**config.mk**
```make
export PLATFORM = sky130hd
export DESIGN_NAME = move_request_gen_flat
export DESIGN_NICKNAME = d
export VERILOG_FILES = /design/src/rtl/move_request_gen_if.sv /design/src/rtl/move_request_gen.sv /design/src/flat_wrapper.sv
export SDC_FILE = /design/constraint.sdc
export NUM_CORES = 1
export LEC_CHECK = 0
export BUFFER_PORTS_ARGS = -buffer_cell sky130_fd_sc_hd__buf_4
export CAP_MARGIN = 10
export CELL_PAD_IN_SITES_DETAIL_PLACEMENT = 0
export CELL_PAD_IN_SITES_GLOBAL_PLACEMENT = 1
export CORE_UTILIZATION = 52
export DETAILED_ROUTE_END_ITERATION = 8
export GPL_TIMING_DRIVEN = 0
export PLACE_DENSITY_LB_ADDON = 0.1
export SLEW_MARGIN = 20
export SYNTH_ARGS = -nofsm -noshare
export SYNTH_HDL_FRONTEND = slang
export SYNTH_SLANG_ARGS = --single-unit
export TNS_END_PERCENT = 10
```
**constraint.sdc**
```tcl
create_clock -name clk -period 6.8 [get_ports clk]
set_clock_uncertainty 0.15 [all_clocks]
set_input_delay 1.36 -clock clk [delete_from_list [all_inputs] [get_ports clk]]
set_output_delay 1.36 -clock clk [all_outputs]
set_load 0.01 [all_outputs]
```
**src/rtl/move_request_gen_if.sv**
```systemverilog
// Handshake bundle between the button front end and the sprite draw FSM.
// The block under control connects through the slave modport; the driver of
// buttons, tick, position and ack connects through the master modport.
interface move_request_gen_if;
  logic [3:0] btn_in;
  logic       tick;
  logic [6:0] x_pos;
  logic [6:0] y_pos;
  logic       ack;
  logic [3:0] dir_out;
  logic       moved;

  modport master (
    output btn_in, tick, x_pos, y_pos, ack,
    input  dir_out, moved
  );

  modport slave (
    input  btn_in, tick, x_pos, y_pos, ack,
    output dir_out, moved
  );
endinterface

```
**src/rtl/move_request_gen.sv**
```systemverilog
// move_request_gen: conditions four raw direction buttons (2-FF sync +
// per-bit debounce), cancels opposing presses, masks moves that would push
// the 4x4 sprite off-screen and issues a held move request on the frame tick
// until the draw FSM acknowledges it.
// Optional feature macro: AUTO_REPEAT_EN (held buttons re-request every tick;
// when undefined each press yields exactly one move).
// Button bit map: [0]=right [1]=up [2]=down [3]=left.
module move_request_gen #(
  parameter int         DEB_CYCLES = 1000000,
  parameter int         CNT_W      = 20,
  parameter logic [6:0] X_MAX      = 7'd124,
  parameter logic [6:0] Y_MAX      = 7'd116
) (
  input logic               clk,
  input logic               reset,
  move_request_gen_if.slave bus
);

  localparam logic [CNT_W-1:0] CNT_LAST = CNT_W'(DEB_CYCLES - 1);

  typedef enum logic {S_IDLE, S_REQ} state_t;

  state_t           state, state_d;
  logic [3:0]       sync_p0, sync_p1;
  logic [3:0]       stable;
  logic [CNT_W-1:0] cnt [4];
  logic [3:0]       resolved, masked, qualify, cand;
  logic [3:0]       dir_q, dir_d;
  logic             capture;

  // Two-flop synchronizer for the asynchronous button inputs
  always_ff @(posedge clk) begin
    if (reset) begin
      sync_p0 <= '0;
      sync_p1 <= '0;
    end else begin
      sync_p0 <= bus.btn_in;
      sync_p1 <= sync_p0;
    end
  end

  // Per-bit debounce: accept a new level only after DEB_CYCLES consecutive disagreeing samples
  always_ff @(posedge clk) begin
    if (reset) begin
      stable <= '0;
      for (int i = 0; i < 4; i++) cnt[i] <= '0;
    end else begin
      for (int i = 0; i < 4; i++) begin
        if (sync_p1[i] == stable[i]) begin
          cnt[i] <= '0;
        end else if (cnt[i] == CNT_LAST) begin
          stable[i] <= sync_p1[i];
          cnt[i]    <= '0;
        end else begin
          cnt[i] <= cnt[i] + CNT_W'(1);
        end
      end
    end
  end

  // Cancel opposing presses, then drop moves that would leave the screen
  always_comb begin
    resolved = stable;
    if (stable[0] && stable[3]) begin
      resolved[0] = 1'b0;
      resolved[3] = 1'b0;
    end
    if (stable[1] && stable[2]) begin
      resolved[1] = 1'b0;
      resolved[2] = 1'b0;
    end
    masked = resolved;
    if (bus.x_pos >= X_MAX)  masked[0] = 1'b0;
    if (bus.y_pos == 7'd0)   masked[1] = 1'b0;
    if (bus.y_pos >= Y_MAX)  masked[2] = 1'b0;
    if (bus.x_pos == 7'd0)   masked[3] = 1'b0;
  end

`ifdef AUTO_REPEAT_EN
  assign qualify = 4'hF;
`else
  logic [3:0] armed;

  // A captured bit disarms until its debounced level returns to 0 (one move per press)
  always_ff @(posedge clk) begin
    if (reset) begin
      armed <= 4'hF;
    end else begin
      armed <= (armed | ~stable) & ~(capture ? cand : 4'h0);
    end
  end

  assign qualify = armed;
`endif

  assign cand = masked & qualify;

  // State and latched direction registers
  always_ff @(posedge clk) begin
    if (reset) begin
      state <= S_IDLE;
      dir_q <= '0;
    end else begin
      state <= state_d;
      dir_q <= dir_d;
    end
  end

  // Next-state logic: capture on tick while idle, hold until ack
  always_comb begin
    state_d = state;
    dir_d   = dir_q;
    capture = 1'b0;
    case (state)
      S_IDLE: begin
        dir_d = 4'h0;
        if (bus.tick && (cand != 4'h0)) begin
          capture = 1'b1;
          dir_d   = cand;
          state_d = S_REQ;
        end
      end
      S_REQ: begin
        if (bus.ack) begin
          dir_d   = 4'h0;
          state_d = S_IDLE;
        end
      end
      default: begin
        dir_d   = 4'h0;
        state_d = S_IDLE;
      end
    endcase
  end

  assign bus.moved   = (state == S_REQ);
  assign bus.dir_out = dir_q;

endmodule

```
**src/flat_wrapper.sv**
```systemverilog
// flat-port wrapper written by rule: the top's interface ports become plain ports
module move_request_gen_flat 
#(
  parameter int         DEB_CYCLES = 1000000,
  parameter int         CNT_W      = 20,
  parameter logic [6:0] X_MAX      = 7'd124,
  parameter logic [6:0] Y_MAX      = 7'd116
)
  (clk, reset, bus_btn_in, bus_tick, bus_x_pos, bus_y_pos, bus_ack, bus_dir_out, bus_moved);
  move_request_gen_if bus_i ();
  input logic clk;
  input logic reset;
  input wire logic [$bits(bus_i.btn_in)-1:0] bus_btn_in;
  input wire logic [$bits(bus_i.tick)-1:0] bus_tick;
  input wire logic [$bits(bus_i.x_pos)-1:0] bus_x_pos;
  input wire logic [$bits(bus_i.y_pos)-1:0] bus_y_pos;
  input wire logic [$bits(bus_i.ack)-1:0] bus_ack;
  output wire logic [$bits(bus_i.dir_out)-1:0] bus_dir_out;
  output wire logic [$bits(bus_i.moved)-1:0] bus_moved;
  assign bus_i.btn_in = bus_btn_in;
  assign bus_i.tick = bus_tick;
  assign bus_i.x_pos = bus_x_pos;
  assign bus_i.y_pos = bus_y_pos;
  assign bus_i.ack = bus_ack;
  assign bus_dir_out = bus_i.dir_out;
  assign bus_moved = bus_i.moved;
  move_request_gen #(.DEB_CYCLES(DEB_CYCLES), .CNT_W(CNT_W), .X_MAX(X_MAX), .Y_MAX(Y_MAX)) u_core (.clk(clk), .reset(reset), .bus(bus_i));
endmodule
```
; ---- Word level (Yosys, flattened, before mapping)
; Memory sizes are Yosys's and may differ from the RTL's.
; Cells that the tools add are included.
[totals]
out_inout_bits = 5
latch_bits = 0
mem_bits_rw = 80
input_bits = 22
reg_bits = 21
romBits = 0
mem_count = 1
elab_cells = 130
[classes]
n_mul = 0
muxes = 73
eq_ne = 9
bitwise = 22
reduce_logical = 10
order_cmp = 2
add_sub_neg = 4
n_shift = 0
n_div = 0
[memory_table]
columns = memory, depth, word_bits, read_ports, rd_clocked_by_memory_dff, write_ports, line_no
row1 = u_core.cnt, 4, 20, 4, 0, 4, move_request_gen.sv:26  ; logic [CNT_W-1:0] cnt [4];
[ops]
columns = op, count
row1 = $mux 20, 12
row2 = $add 20x1->20 const B, 4
row3 = $eq 20x20->1 const B, 4
row4 = $mux 1, 55
row5 = $ge 7x7->1 const B, 2
row6 = $logic_not 7->1, 2
row7 = $mux 4, 3
row8 = $or 1x1->1, 12
row9 = $and 4x4->4, 2
row10 = $not 4->4, 2
row11 = $pmux 4 s2, 1
row12 = $reduce_and 2->1, 4
row13 = $not 1->1, 5
row14 = $eq 1x1->1, 4
row15 = $or 4x4->4, 1
row16 = $reduce_bool 4->1, 1
row17 = $logic_and 1x1->1, 3
row18 = $mux 2, 1
row19 = $ne 2x2->1 const B, 1
row20 = $pmux 1 s2, 1

; ---- Logic depth before layout (Yosys ltp)
[logic_depth]
depth_word = 11
mapped_depth = 6
ltp_nobuf = 5

; ---- Worst setup path before layout
; OpenSTA, ideal clock, no wires.
[synth_path]
kind = in2reg
startpoint = input reset
endpoint = memory u_core.cnt[2][10], data pin
setup_time_ps = 266
t_arrival_ps = 2313
slack_ps = 4071
n_path_buf = 2
cell_stages = 5
t_required_ps = 6384
cell_sequence = clkbuf_1 nor2_1 o21ai_1 clkbuf_1 nor2_1
[synth_lines]
columns = element, line_no
row1 = "start, declared", flat_wrapper.sv:12  ; input logic reset;
row2 = "end, declared", move_request_gen.sv:26

==> results.json <==
{
  "io_pins": 27,
  "placementRows": 36,
  "wl_per_cell_um": 13.18,
  "cp.arrival_ns": 2.77,
  "final_cell_count_no_fill": 765,
  "grt_pass1_wl_um": 17020,
  "cts_tree": "built",
  "timing.fmax_ghz": 0.3543,
  "cp_num_buf_inv": 2,
  "synth_area_leaders": "edfxtp_1 (46%), dfxtp_1 (8.0%), xnor2_1 (6.8%), nor2_1 (4.4%), a21oi_1 (3.1%)",
  "syn-cell-area_mm2": 0.005251,
  "max_stage_delay_ns": 0.42,
  "pwr_density_cell_mw_per_mm2": 183.5,
  "hpwl_um": 7356,
  "final_nets": 653,
  "p_total_w": 0.001113,
  "drc_errors": 0,
  "dp_cells": 749,
  "num_vias": 4004,
  "cp.required_ns": 6.74,
  "tns_ns": 0,
  "cp_max_fo": 10,
  "ys_ff_latch": 101,
  "cts_sinks": 101,
  "cp-start-kind": "input port",
  "grtUsageMet1_pct": 27.48,
  "yosysMostFrequentCell": "edfxtp_1",
  "syn_to_final_growth_pct": 15.46,
  "chipWidth_um": 102.5,
  "met2_usage_pct": 34.21,
  "detail-route-antenna-nets": 0,
  "antenna_cells": 0,
  "startpoint": "reset",
  "post_cts_buffers": 0,
  "first_pass_iters": 4,
  "core_area_mm2": 0.009774,
  "viasPerCell": 5.234,
  "numCtsBuffers": 9,
  "ctsHoldBuffers": 0,
  "initial_core_util_pct": 53.73,
  "p_leak_nw": 2.019,
  "r2r_slack_ns": 4.18,
  "synth_async_sr_flop_share_pct": 0,
  "cp_cell_sequence": "clkbuf_1 -> nor2_1 -> o21ai_1 -> clkbuf_1 -> nor2_1",
  "drv_slew": 0,
  "yosysSeqAreaShare_pct": 53.75,
  "routabilityCongestion": 0.7904,
  "synthTopCellsByCount": "edfxtp_1 (80), nor2_1 (62), xnor2_1 (41), nand2_1 (34), a21oi_1 (33)",
  "cap_violations": 0,
  "period_minus_slack_ns": 2.822,
  "hold_ws_ns": 0.2930,
  "post_cts_resized": 0,
  "max_slew.worst_pin.slew_ns": 0.7150,
  "synth_edf_count": 80,
  "overflow": 0,
  "timing.rr.start": "u_core.cnt[2][0]",
  "numPortBuffers": 25,
  "drt-total-wl_um": 10080,
  "max-clock-path-buffers": 2,
  "antenna_found_initial": 0,
  "grt_max_degree": 17,
  "final_hold_viol_count": 0,
  "end_kind": "flop",
  "die_h_um": 102.5,
  "worstSetupPathType": "input port to flop",
  "grtUsageMet3_pct": 2.915,
  "grt_pass1_vias": 3800,
  "outcome": "complete, no violations",
  "syn_inst": 512,
  "die_area_mm2": 0.01050,
  "h-tree-depth": 3,
  "min_from": "u_core.sync_p0[3]",
  "post_route_cells_drive_above_1_share_pct": 8.386,
  "period_share_pct": 41.50,
  "cp_slowest_cell": "clkbuf_1",
  "grt.busiest_layer": "met2",
  "ys_types": 46,
  "finalSetupViolCount": 0,
  "rsz0062_at_grt": "no",
  "drt-initial-drc-count": 125,
  "netlist.area_leader.share_pct": 45.75,
  "yosysWarnings": 0,
  "vdd_drop_max_uv": 101.4,
  "clk_pin_slew_ns": 0.09,
  "synth-main-ff-cell": "edfxtp_1",
  "clockRootBuffer": "clkbuf_8",
  "grt_usage_pct": 20.57,
  "hold_path.class": "flop to flop",
  "synth_top_cell_by_area": "edfxtp_1",
  "syn_avg_cell_area_um2": 10.26,
  "cpLargestDelayFamily": "buffers and inverters",
  "worst_skew_pair.late_latency_ns": 0.36,
  "timing.slew.headroom_pct": 52.02
}
[metrics by stage]
step,cell area [um^2],setup WS (ns),util (%)
floorplan,5548,4.071,-
global route,6063,3.849,62.03
global placement,5902,3.603,60.38
detailed placement,5902,3.556,60.38
CTS,6063,3.945,62.03
finish,6063,3.978,62.03
[final timing paths]
check	endpoint	cells after the start
worst min-delay path	u_core.sync_p1[3]	1
worst max register to register	u_core.cnt[2][5]	6
worst min register to register	u_core.sync_p1[3]	1
worst max-delay path	u_core.cnt[2][5]	5
[state kept, by name (all words and copies together) (netlist names)]
signal,count
u_core.stable,4
u_core.armed,4
u_core.sync_p0,4
u_core.sync_p1,4
u_core.bus.moved,1
u_core.bus.dir_out,4
u_core.cnt,80
[layer usage]
metal / part of all wire, % / wire length [um] / vias to the layer above
met5: 0 / 0 / -
met4: 0.75 / 76 / 0
met3: 2.2 / 226 / 9
met2: 48 / 4853 / 43
met1: 49 / 4924 / 1915
li1: - / - / 2037
[cell usage in the layout, fill, tap and decap left out, types with 19 or more instances in the layout]
| cell | count |
|---|---|
| nor2_1 | 62 |
| edfxtp_1 | 80 |
| a21oi_1 | 33 |
| buf_4 | 26 |
| nand2_1 | 34 |
| xnor2_1 | 41 |
| conb_1 | 80 |
| or4_1 | 21 |
| dfxtp_1 | 21 |
| nand3_1 | 31 |
| nor4_1 | 19 |
| inv_1 | 21 |
[power by group]
part / switching [W] / internal [W] / leakage (nW)
registers: 0.0000227 / 0.000688 / 0.996
logic: 0.0000347 / 0.0000276 / 0.943
clock network: 0.000206 / 0.000134 / 0.0803
[cell families after synthesis]
kind of cell,Yosys count,synth area share (%)
adder cells (fa/ha/maj),4,0.9531
AND/OR/NAND/NOR,247,25.42
AO/OA/AOI/OAI,73,8.387
XOR/XNOR,52,8.673
flip-flops,101,53.75
buffers and inverters,34,2.740
other,1,0.07141
[layout make-up]
type / instances / area, um^2
Clock inverter: 4 / 26.28
Timing Repair Buffer: 25 / 187.7
Buffer: 13 / 65.06
Fill cell: 858 / 3711
Multi-Input combinational cell: 456 / 2581
Tap cell: 133 / 166.4
Inverter: 21 / 78.83
Clock buffer: 12 / 135.1
Sequential cell: 101 / 2823
Note: power is estimated with default switching activity, not from simulation.
